### src/rtl/systolic_pkg.sv
// Shared definitions for the systolic tile feeder and the array-side instruction decoder.
// Holds FSM encodings, CSR offsets and instruction/config field positions.
package systolic_pkg;

    typedef enum logic [1:0] {
        IDLE   = 2'd0,
        INSTR  = 2'd1,
        STREAM = 2'd2,
        DONE   = 2'd3
    } state_t;

    localparam logic [7:0] CSR_CTRL       = 8'h00;
    localparam logic [7:0] CSR_CONFIG     = 8'h04;
    localparam logic [7:0] CSR_ROWS_SENT  = 8'h08;
    localparam logic [7:0] CSR_COLS_SENT  = 8'h0C;
    localparam logic [7:0] CSR_TILES_DONE = 8'h10;
    localparam logic [7:0] CSR_REJECTED   = 8'h14;
    localparam logic [31:0] CSR_UNMAPPED  = 32'hDEAD_BEEF;

    // Instruction word layout; the array top decodes the same positions.
    localparam int DIM_W           = 12;
    localparam int INSTR_NCOLS_LSB = 0;
    localparam int INSTR_NROWS_LSB = 12;

    localparam int CFG_NROWS_LSB = 0;
    localparam int CFG_NCOLS_LSB = 16;

    function automatic logic [DIM_W-1:0] clamp_dim(input logic [DIM_W-1:0] v, input int depth);
        if (v == '0 || int'(v) > depth) begin
            return DIM_W'(depth);
        end
        return v;
    endfunction

endpackage

### src/rtl/tile_ram.sv
// One-write / one-read synchronous RAM holding a single DEPTH x DATA_WIDTH tile.
// The read port registers every cycle so the output follows the address one cycle later.
module tile_ram #(
    parameter int DATA_WIDTH = 128,
    parameter int DEPTH      = 16,
    parameter int ADDR_W     = 4
) (
    input  logic                  clk,
    input  logic                  we,
    input  logic [ADDR_W-1:0]     waddr,
    input  logic [DATA_WIDTH-1:0] wdata,
    input  logic [ADDR_W-1:0]     raddr,
    output logic [DATA_WIDTH-1:0] rdata
);

    logic [DATA_WIDTH-1:0] mem [DEPTH];

    // NOTE: storage and read register carry no reset so the array maps onto plain RAM.
    always_ff @(posedge clk) begin
        if (we) begin
            mem[waddr] <= wdata;
        end
        rdata <= mem[raddr];
    end

endmodule

### src/rtl/systolic_tile_feeder.sv
// Transmit side of the systolic array: holds one row tile and one col tile, then on start
// issues an instruction beat followed by both tiles streamed at one beat per cycle per side.
module systolic_tile_feeder
    import systolic_pkg::*;
#(
    parameter int DATA_WIDTH = 128,
    parameter int DEPTH      = 16,
    parameter int ADDR_W     = 4,
    parameter int CSR_AW     = 8
) (
    input  logic                  clock_sink,
    input  logic                  reset_sink_reset_n,
    input  logic [CSR_AW-1:0]     csr_address,
    input  logic                  csr_write,
    input  logic [31:0]           csr_writedata,
    input  logic                  csr_read,
    output logic [31:0]           csr_readdata,
    input  logic                  ld_write,
    input  logic                  ld_sel,
    input  logic [ADDR_W-1:0]     ld_addr,
    input  logic [DATA_WIDTH-1:0] ld_data,
    output logic [31:0]           st_instr_data,
    output logic                  st_instr_valid,
    input  logic                  st_instr_ready,
    output logic [DATA_WIDTH-1:0] st_rows_data,
    output logic                  st_rows_valid,
    input  logic                  st_rows_ready,
    output logic [DATA_WIDTH-1:0] st_cols_data,
    output logic                  st_cols_valid,
    input  logic                  st_cols_ready,
    output logic                  done_irq
);

    localparam int PTR_W = ADDR_W + 1;

    state_t state, state_nxt;

    logic [PTR_W-1:0] rp, cp, rp_nxt, cp_nxt;
    logic [PTR_W-1:0] rows_lim, cols_lim;
    logic [DIM_W-1:0] n_rows, n_cols;
    logic [31:0]      rows_sent, cols_sent, tiles_done, rejected_loads;
    logic [31:0]      csr_rd_mux;
    logic             rows_acc, cols_acc;
    logic             start_req, cfg_req, load_ok;
    logic             row_we, col_we;
    logic             unused_cfg_bits;

    assign start_req = csr_write && (csr_address == CSR_CTRL) && csr_writedata[0];
    assign cfg_req   = csr_write && (csr_address == CSR_CONFIG);
    assign unused_cfg_bits = ^{csr_writedata[31:28], csr_writedata[15:12]};

    // Loads land only while idle; a load and a start in the same cycle still write first.
    assign load_ok = ld_write && (state == IDLE);
    assign row_we  = load_ok && !ld_sel;
    assign col_we  = load_ok && ld_sel;

    // Configured sizes never exceed DEPTH, so the low pointer-width bits are the full count.
    assign rows_lim = n_rows[PTR_W-1:0];
    assign cols_lim = n_cols[PTR_W-1:0];

    assign st_rows_valid = (state == STREAM) && (rp < rows_lim);
    assign st_cols_valid = (state == STREAM) && (cp < cols_lim);
    assign rows_acc      = st_rows_valid && st_rows_ready;
    assign cols_acc      = st_cols_valid && st_cols_ready;

    // Reading ptr+accept lets the RAM register refresh on the same edge that consumes a beat.
    assign rp_nxt = rp + PTR_W'(rows_acc);
    assign cp_nxt = cp + PTR_W'(cols_acc);

    always_ff @(posedge clock_sink) begin
        // NOTE: sequential state uses non-blocking assignments so every register samples pre-edge values.
        if (!reset_sink_reset_n) begin
            state <= IDLE;
        end else begin
            state <= state_nxt;
        end
    end

    always_comb begin
        // NOTE: every output of this block is defaulted first, so no path can infer a latch.
        state_nxt      = state;
        st_instr_valid = 1'b0;
        done_irq       = 1'b0;
        case (state)
            IDLE: begin
                if (start_req) begin
                    state_nxt = INSTR;
                end
            end
            INSTR: begin
                st_instr_valid = 1'b1;
                if (st_instr_ready) begin
                    state_nxt = STREAM;
                end
            end
            STREAM: begin
                if (rp_nxt == rows_lim && cp_nxt == cols_lim) begin
                    state_nxt = DONE;
                end
            end
            DONE: begin
                done_irq  = 1'b1;
                state_nxt = IDLE;
            end
            default: state_nxt = IDLE;
        endcase
    end

    always_comb begin
        st_instr_data = '0;
        st_instr_data[INSTR_NROWS_LSB +: DIM_W] = n_rows;
        st_instr_data[INSTR_NCOLS_LSB +: DIM_W] = n_cols;
    end

    always_ff @(posedge clock_sink) begin
        if (!reset_sink_reset_n) begin
            rp             <= '0;
            cp             <= '0;
            n_rows         <= DIM_W'(DEPTH);
            n_cols         <= DIM_W'(DEPTH);
            rows_sent      <= '0;
            cols_sent      <= '0;
            tiles_done     <= '0;
            rejected_loads <= '0;
        end else begin
            if (state == STREAM) begin
                rp <= rp_nxt;
                cp <= cp_nxt;
            end else begin
                rp <= '0;
                cp <= '0;
            end
            rows_sent <= rows_sent + 32'(rows_acc);
            cols_sent <= cols_sent + 32'(cols_acc);
            if (state == DONE) begin
                tiles_done <= tiles_done + 32'd1;
            end
            if (ld_write && state != IDLE) begin
                rejected_loads <= rejected_loads + 32'd1;
            end
            if (cfg_req && state == IDLE) begin
                n_rows <= clamp_dim(csr_writedata[CFG_NROWS_LSB +: DIM_W], DEPTH);
                n_cols <= clamp_dim(csr_writedata[CFG_NCOLS_LSB +: DIM_W], DEPTH);
            end
        end
    end

    always_comb begin
        csr_rd_mux = CSR_UNMAPPED;
        case (csr_address)
            CSR_CTRL:       csr_rd_mux = {30'b0, state};
            CSR_CONFIG: begin
                csr_rd_mux = '0;
                csr_rd_mux[CFG_NROWS_LSB +: DIM_W] = n_rows;
                csr_rd_mux[CFG_NCOLS_LSB +: DIM_W] = n_cols;
            end
            CSR_ROWS_SENT:  csr_rd_mux = rows_sent;
            CSR_COLS_SENT:  csr_rd_mux = cols_sent;
            CSR_TILES_DONE: csr_rd_mux = tiles_done;
            CSR_REJECTED:   csr_rd_mux = rejected_loads;
            default:        csr_rd_mux = CSR_UNMAPPED;
        endcase
    end

    always_ff @(posedge clock_sink) begin
        if (!reset_sink_reset_n) begin
            csr_readdata <= '0;
        end else if (csr_read) begin
            csr_readdata <= csr_rd_mux;
        end
    end

    tile_ram #(
        .DATA_WIDTH (DATA_WIDTH),
        .DEPTH      (DEPTH),
        .ADDR_W     (ADDR_W)
    ) u_row_ram (
        .clk   (clock_sink),
        .we    (row_we),
        .waddr (ld_addr),
        .wdata (ld_data),
        .raddr (rp_nxt[ADDR_W-1:0]),
        .rdata (st_rows_data)
    );

    tile_ram #(
        .DATA_WIDTH (DATA_WIDTH),
        .DEPTH      (DEPTH),
        .ADDR_W     (ADDR_W)
    ) u_col_ram (
        .clk   (clock_sink),
        .we    (col_we),
        .waddr (ld_addr),
        .wdata (ld_data),
        .raddr (cp_nxt[ADDR_W-1:0]),
        .rdata (st_cols_data)
    );

endmodule

### config.mk
export PLATFORM = sky130hd
export DESIGN_NAME = systolic_tile_feeder
export DESIGN_NICKNAME = d
export VERILOG_FILES = /design/src/rtl/systolic_pkg.sv /design/src/rtl/tile_ram.sv /design/src/rtl/systolic_tile_feeder.sv
export SDC_FILE = /design/constraint.sdc
export NUM_CORES = 2
export LEC_CHECK = 0
export BUFFER_PORTS_ARGS = -buffer_cell sky130_fd_sc_hd__buf_2
export CORE_AREA = 2 2 637 449
export DETAILED_ROUTE_END_ITERATION = 10
export DIE_AREA = 0 0 639 451
export PLACE_DENSITY = 0.77
export SETUP_SLACK_MARGIN = 0.5
export SLEW_MARGIN = 20
export SYNTH_ARGS = -nofsm -noshare
export SYNTH_HDL_FRONTEND = slang
export SYNTH_SLANG_ARGS = --single-unit
### constraint.sdc
create_clock -name clock_sink -period 13.82 [get_ports clock_sink]
set_input_delay 0.691 -clock clock_sink [delete_from_list [all_inputs] [get_ports clock_sink]]
set_output_delay 0.691 -clock clock_sink [all_outputs]
set_load 0.1 [all_outputs]
; ---- Word level (Yosys, flattened, before mapping)
; Memory sizes are Yosys's and may differ from the RTL's. A register that Yosys moved wholly into a read port is not among the register bits.
; Index checks and enable logic that the tools add are counted.
[totals]
in_bits = 181
output_inout_bits = 324
latch_bits = 0
elab_cells = 79
mem_bits_ro = 0
memories = 2
ram_bits = 4096
reg_bits = 196
[memory_table]
columns = name, depth, word_bits, read_ports, rd_clocked_by_memory_dff, write_ports, line
row1 = u_col_ram.mem, 16, 128, 1, 1, 1, tile_ram.sv:16  ; logic [DATA_WIDTH-1:0] mem [DEPTH];
row2 = u_row_ram.mem, 16, 128, 1, 1, 1, tile_ram.sv:16
[op_classes]
magnitude_cmp = 4
n_reduce_logical = 23
n_mux = 21
div = 0
n_shift = 0
n_addsub = 6
bitwise = 0
multipliers = 0
n_eq_ne = 13
[op_table]
columns = cell, count
row1 = $pmux 32 s6, 1
row2 = $add 32x1->32, 2
row3 = $add 32x1->32 const B, 2
row4 = $mux 12, 4
row5 = $gt 12x5->1 const B, 2
row6 = $logic_not 12->1, 2
row7 = $eq 8x4->1 const B, 2
row8 = $eq 8x5->1 const B, 2
row9 = $logic_and 1x1->1, 13
row10 = $mux 1, 12
row11 = $add 5x1->5, 2
row12 = $eq 5x5->1, 2
row13 = $lt 5x5->1, 2
row14 = $eq 8x3->1 const B, 1
row15 = $logic_not 8->1, 1
row16 = $pmux 2 s4, 1
row17 = $mux 2, 3
row18 = $eq 2x2->1 const B, 2
row19 = $ne 2x2->1 const B, 2
row20 = $reduce_and 3->1, 1
row21 = $eq 2x1->1 const B, 1
row22 = $logic_not 2->1, 1
row23 = $logic_or 1x1->1, 2
row24 = $ne 2x1->1 const B, 1
row25 = 3 further kinds, 3

; ---- Depth between registers and ports, before layout
[depth]
depth_word = 8
mapped_depth = 14

; ---- Hierarchy
; From an unflattened synthesis, not the netlist that was laid out.
[unflattened]
hier_cells = 7824
hier_area_um2 = 168714.3
[by_module_without_submodules]
columns = module, n_inst, cells_per_inst, seq_area_each_um2, area_per_inst_um2
row1 = tile_ram at u_row_ram, 1, 3357, 64061.4, 79442.4
row2 = tile_ram at u_col_ram, 1, 3365, 64061.4, 79331.1
row3 = systolic_tile_feeder, 1, 1102, 3923.8, 9940.8

; ---- Worst setup path before layout
; OpenSTA, ideal clock, no wires.
[synth_path]
path_kind = in2reg
start = input ld_addr[2]
end = memory u_row_ram.mem[4][0] (enable)
path_buffers = 1
t_arrival_ps = 10093
slack_ps = 2955
required_ps = 13048
setup_ps = 772
path_stages = 4
path_cell_list = clkbuf_1 > nand2b_1 > or3_1 > nor3_1
[synth_rtl]
columns = item, line
row1 = "start, declared", systolic_tile_feeder.sv:20  ; input logic [ADDR_W-1:0] ld_addr,
row2 = "end, declared", tile_ram.sv:16
; Straight into the memory's write port.

; ---- Worst setup path in the final report
[layout_path]
start = register n_cols[1]
end = register u_col_ram.rdata[99] (read register of u_col_ram.mem)
[layout_via]
elab_chain_cells = 4
[layout_lines]
columns = item, line
row1 = "start, declared", systolic_tile_feeder.sv:40  ; logic [DIM_W-1:0] n_rows, n_cols;
row2 = "start signal, assigned", systolic_tile_feeder.sv:120  ; n_cols <= DIM_W'(DEPTH);
row3 = "start signal, assigned", systolic_tile_feeder.sv:143  ; n_cols <= clamp_dim(csr_writedata[CFG_NCOLS_LSB +: DIM_W], DEPTH);
row4 = $lt 5x5->1, systolic_tile_feeder.sv:62  ; assign st_cols_valid = (state == STREAM) && (cp < cols_lim);
row5 = $logic_and 1x1->1, systolic_tile_feeder.sv:62
row6 = $logic_and 1x1->1, systolic_tile_feeder.sv:64  ; assign cols_acc = st_cols_valid && st_cols_ready;
row7 = $add 5x1->5, systolic_tile_feeder.sv:68  ; assign cp_nxt = cp + PTR_W'(cols_acc);
row8 = named net cp_nxt[0], systolic_tile_feeder.sv:38  ; logic [PTR_W-1:0] rp, cp, rp_nxt, cp_nxt;
row9 = "end, declared", tile_ram.sv:13  ; output logic [DATA_WIDTH-1:0] rdata
; The timed path passes the listed nets, and every way through them passes these cells.
; A chain may end at the register's enable or synchronous reset.

==> metrics.md <==
| Metric | Value |
|---|---|
| Async SR Flop Fraction | 0% |
| PD cells | 144 nW/um^2 |
| Fillers | 16400 |
| Least-Margin Pin Slew | 1.22 ns |
| Compound-Gate Fraction of Synth Area | 0.684% |
| Largest family of logic cells by synthesized area | multiplexers |
| Worst-skew pair later-pin latency | 0.94 ns |
| Critical Path Start Type | register |
| Std-Cell Rows | 164 |
| RD Place Congestion | 0.843 |
| Worst Hold Class | input pin to register |
| Cts repair resizes | 0 |
| Adder-Cell Fraction of Synth Area | 0.164% |
| I/O pins | 505 |
| Clock Path Buffers | 4 |
| Initial Util | 59.5% |
| CTS Hold Bufs | 0 |
| DRT iter0 DRCs | 11700 |
| CTS tree | built |
| Via density | 6.86 |
| Area occupied by multi-input gates | 35000 um^2 |
| Max VDD drop | 0.000121 V |
| Worst Path Required | 14.62 ns |
| DP Wirelength | 207 mm |
| Share of layout cells above drive strength 1 | 31.9% |
| Lkg Pwr | 59.4 nW |
| Final setup TNS | 0 ns |
| WS Path Type | register to register |
| Root Buffer | clkbuf_16 |
| Wire per inst | 36.0 um |
| Overall Power | 27.3 mW |
| Syn Std Cell Area | 168000 um^2 |
| Die Ht | 451 um |
| Reg clk slew, reported paths | 0.07 ns |
| Pin count of the biggest net entering global routing | 156 |
| Synth-to-layout area growth | 12.6% |
| Final instance area | 190000 um^2 |
| Main synth FF type | edfxtp_1 |
| Total GRT Usage | 29.8% |
| Clk sink count | 4548 |
| H-Tree Depth | 5 |
| Worst Reg2Reg Path Length in Cells | 12 |
| Input/output buffers | 488 |
| CP Max Fanout | 44 |
| Grt total ovfl | 0 |
| Commonest non-fill, non-tap cell in the layout | edfxtp_1 |
| Final ANT Viol Nets | 0 |
| Post-synth EDFFs | 4096 |
| Xor-xnor portion of the synthesized cell area | 0.634% |
| Post-DP Area | 176000 um^2 |
| Worst Skew | 0.0701 ns |
| Initial antenna violation count | 53 |
| Yosys cell types | 59 |
| Fmax | 153 MHz |
| Hold depth | 3 |
| Post-CTS Setup Inserts | 0 |
| Multiplexer share of the synthesized area | 17.5% |
| Vias in the first global route | 82700 |
| Final Hold Viols | 0 |
| Die footprint | 288000 um^2 |
| Synth Warn # | 0 |
| TritonCTS Buffers | 407 |
| Final Max Tran Viols | 0 |
| #FFs+latches synth | 4548 |
| Syn Area/Cell | 23.8 um^2 |
| Cells after synthesis | 7076 |
| Final #Nets | 7961 |
| Drt drc | 0 |
| Max-cap violations | 0 |
| Global-route wire length before repair | 609 mm |
| Slew headroom | 18.7% |
| Simple-gate portion of the synthesized area | 1.61% |
| DRT Pass-1 Iters | 6 |
| Most frequent cells in the layout | edfxtp_1 (4096), mux4_2 (1280), buf_2 (487) |
| Final setup vio count | 0 |
| FF/Latch Area | 132000 um^2 |
| Fin crit period | 6.55 ns |
| Final period util | 47.4% |
| Die X | 639 um |
| Core footprint | 283000 um^2 |
| Status | complete, no violations |
| RSZ-0062 raised after global routing | false |
| Via Count | 81300 |
| CP arrival | 7.35 ns |
| R2R setup slack | 7.27 ns |
| Register area share after synthesis | 78.5% |
| Endpoint class of the critical path | register |
| Drt total wl | 428 mm |
synthesized netlist by cell type (18+ instances only):
cell type     n  share of area [%]
and2_1      108               0.40
nor3_1       26              0.077
xor2_1       42               0.22
inv_1        32              0.071
ha_1         22               0.16
clkbuf_1    192               0.43
and3_1       34               0.13
edfxtp_1   4096                 73
mux4_2     1280                 17
nor2_1       53               0.12
nand3_1      45               0.13
nand4_1      38               0.14
o21ai_0      39               0.12
xnor2_1      78               0.41
mux2i_1      53               0.32
a22oi_1      18              0.080
nor4_1       24              0.089
buf_1        37              0.083
nand2b_1     21              0.078
buf_2       117               0.35
a21oi_1      44               0.13
o22ai_1      22              0.082
dfxtp_1     452                5.4
nand2_1      62               0.14
report_power, final:
group          internal [mW]  switching (mW)  leakage, nW
Combinational         0.0724           0.399         12.0
Sequential              15.1          0.0324         40.6
Clock                   6.69            5.05         6.73
Total                   21.8            5.49         59.4
final timing paths:
kind                                             to              start
worst max-delay path            u_col_ram.rdata[99]          n_cols[1]
worst min-delay path                      n_cols[1]  csr_writedata[17]
worst max register to register  u_col_ram.rdata[99]          n_cols[1]
worst min register to register      csr_readdata[0]       cols_sent[0]
metal layers:
metal | vias to the layer above | GRT usage [%] | part of all wire (%)
met3 | 871 | 5.45 | 10
li1 | 31400 | - | -
met4 | 34 | 11.9 | 4.4
met5 | - | 0 | 0.051
met1 | 43300 | 41.7 | 36
met2 | 5758 | 47.5 | 49
area by class of cell:
cell class,count,area share [%]
Antenna cell,25,0.0330
Clock buffer,545,5.99
Inverter,32,0.0634
Timing Repair Buffer,623,2.04
Clock inverter,209,1.28
Sequential cell,4548,69.7
Multi-Input combinational cell,2146,18.5
Tap cell,3735,2.47
worst max-delay path, stage by stage, from the launching register on:
cell      delay (ns)
dfxtp_1         0.55
inv_1           0.14
ha_1            0.31
a21o_1          0.17
a21o_1          0.19
a21o_1          0.20
a211oi_1        0.69
ha_4            0.71
buf_4           0.74
buf_4           0.61
buf_4           0.81
mux4_2          0.65
mux4_2          0.49
through the flow:
stage / setup WS (ns) / util (%) / hold slack [ns] / std cells
6_report: 7.27 / 67.0 / 0.0983 / 11900
5_1_grt: 6.91 / 67.0 / 0.0873 / 11900
4_1_cts: 7.13 / 66.9 / 0.0373 / 11800
3_5_place_dp: 7.11 / 62.1 / 0.459 / 11100
2_1_floorplan: 2.95 / - / 0.439 / 7083
3_3_place_gp: 7.16 / 62.1 / 0.456 / 11100
state kept, by name (all words and copies together), names as in the netlist:
name and cells:
cols_sent 32, u_row_ram.rdata 128, tiles_done 32, rp 5, u_col_ram.rdata 128, rows_sent 32, state 2, n_rows 12
u_col_ram.mem 2048, u_row_ram.mem 2048, cp 5, rejected_loads 32, n_cols 12, csr_readdata 32
logic make-up after synthesis:
group / after synthesis
muxes: 1336
adders and majority gates: 22
AOI/OAI and AO/OA: 182
xor gates and xnor gates: 121
DFF: 4548
other: 1
and+or+nand+nor: 477
buffers and inverters: 389
No activity file was read; power rests on OpenSTA's default activity.
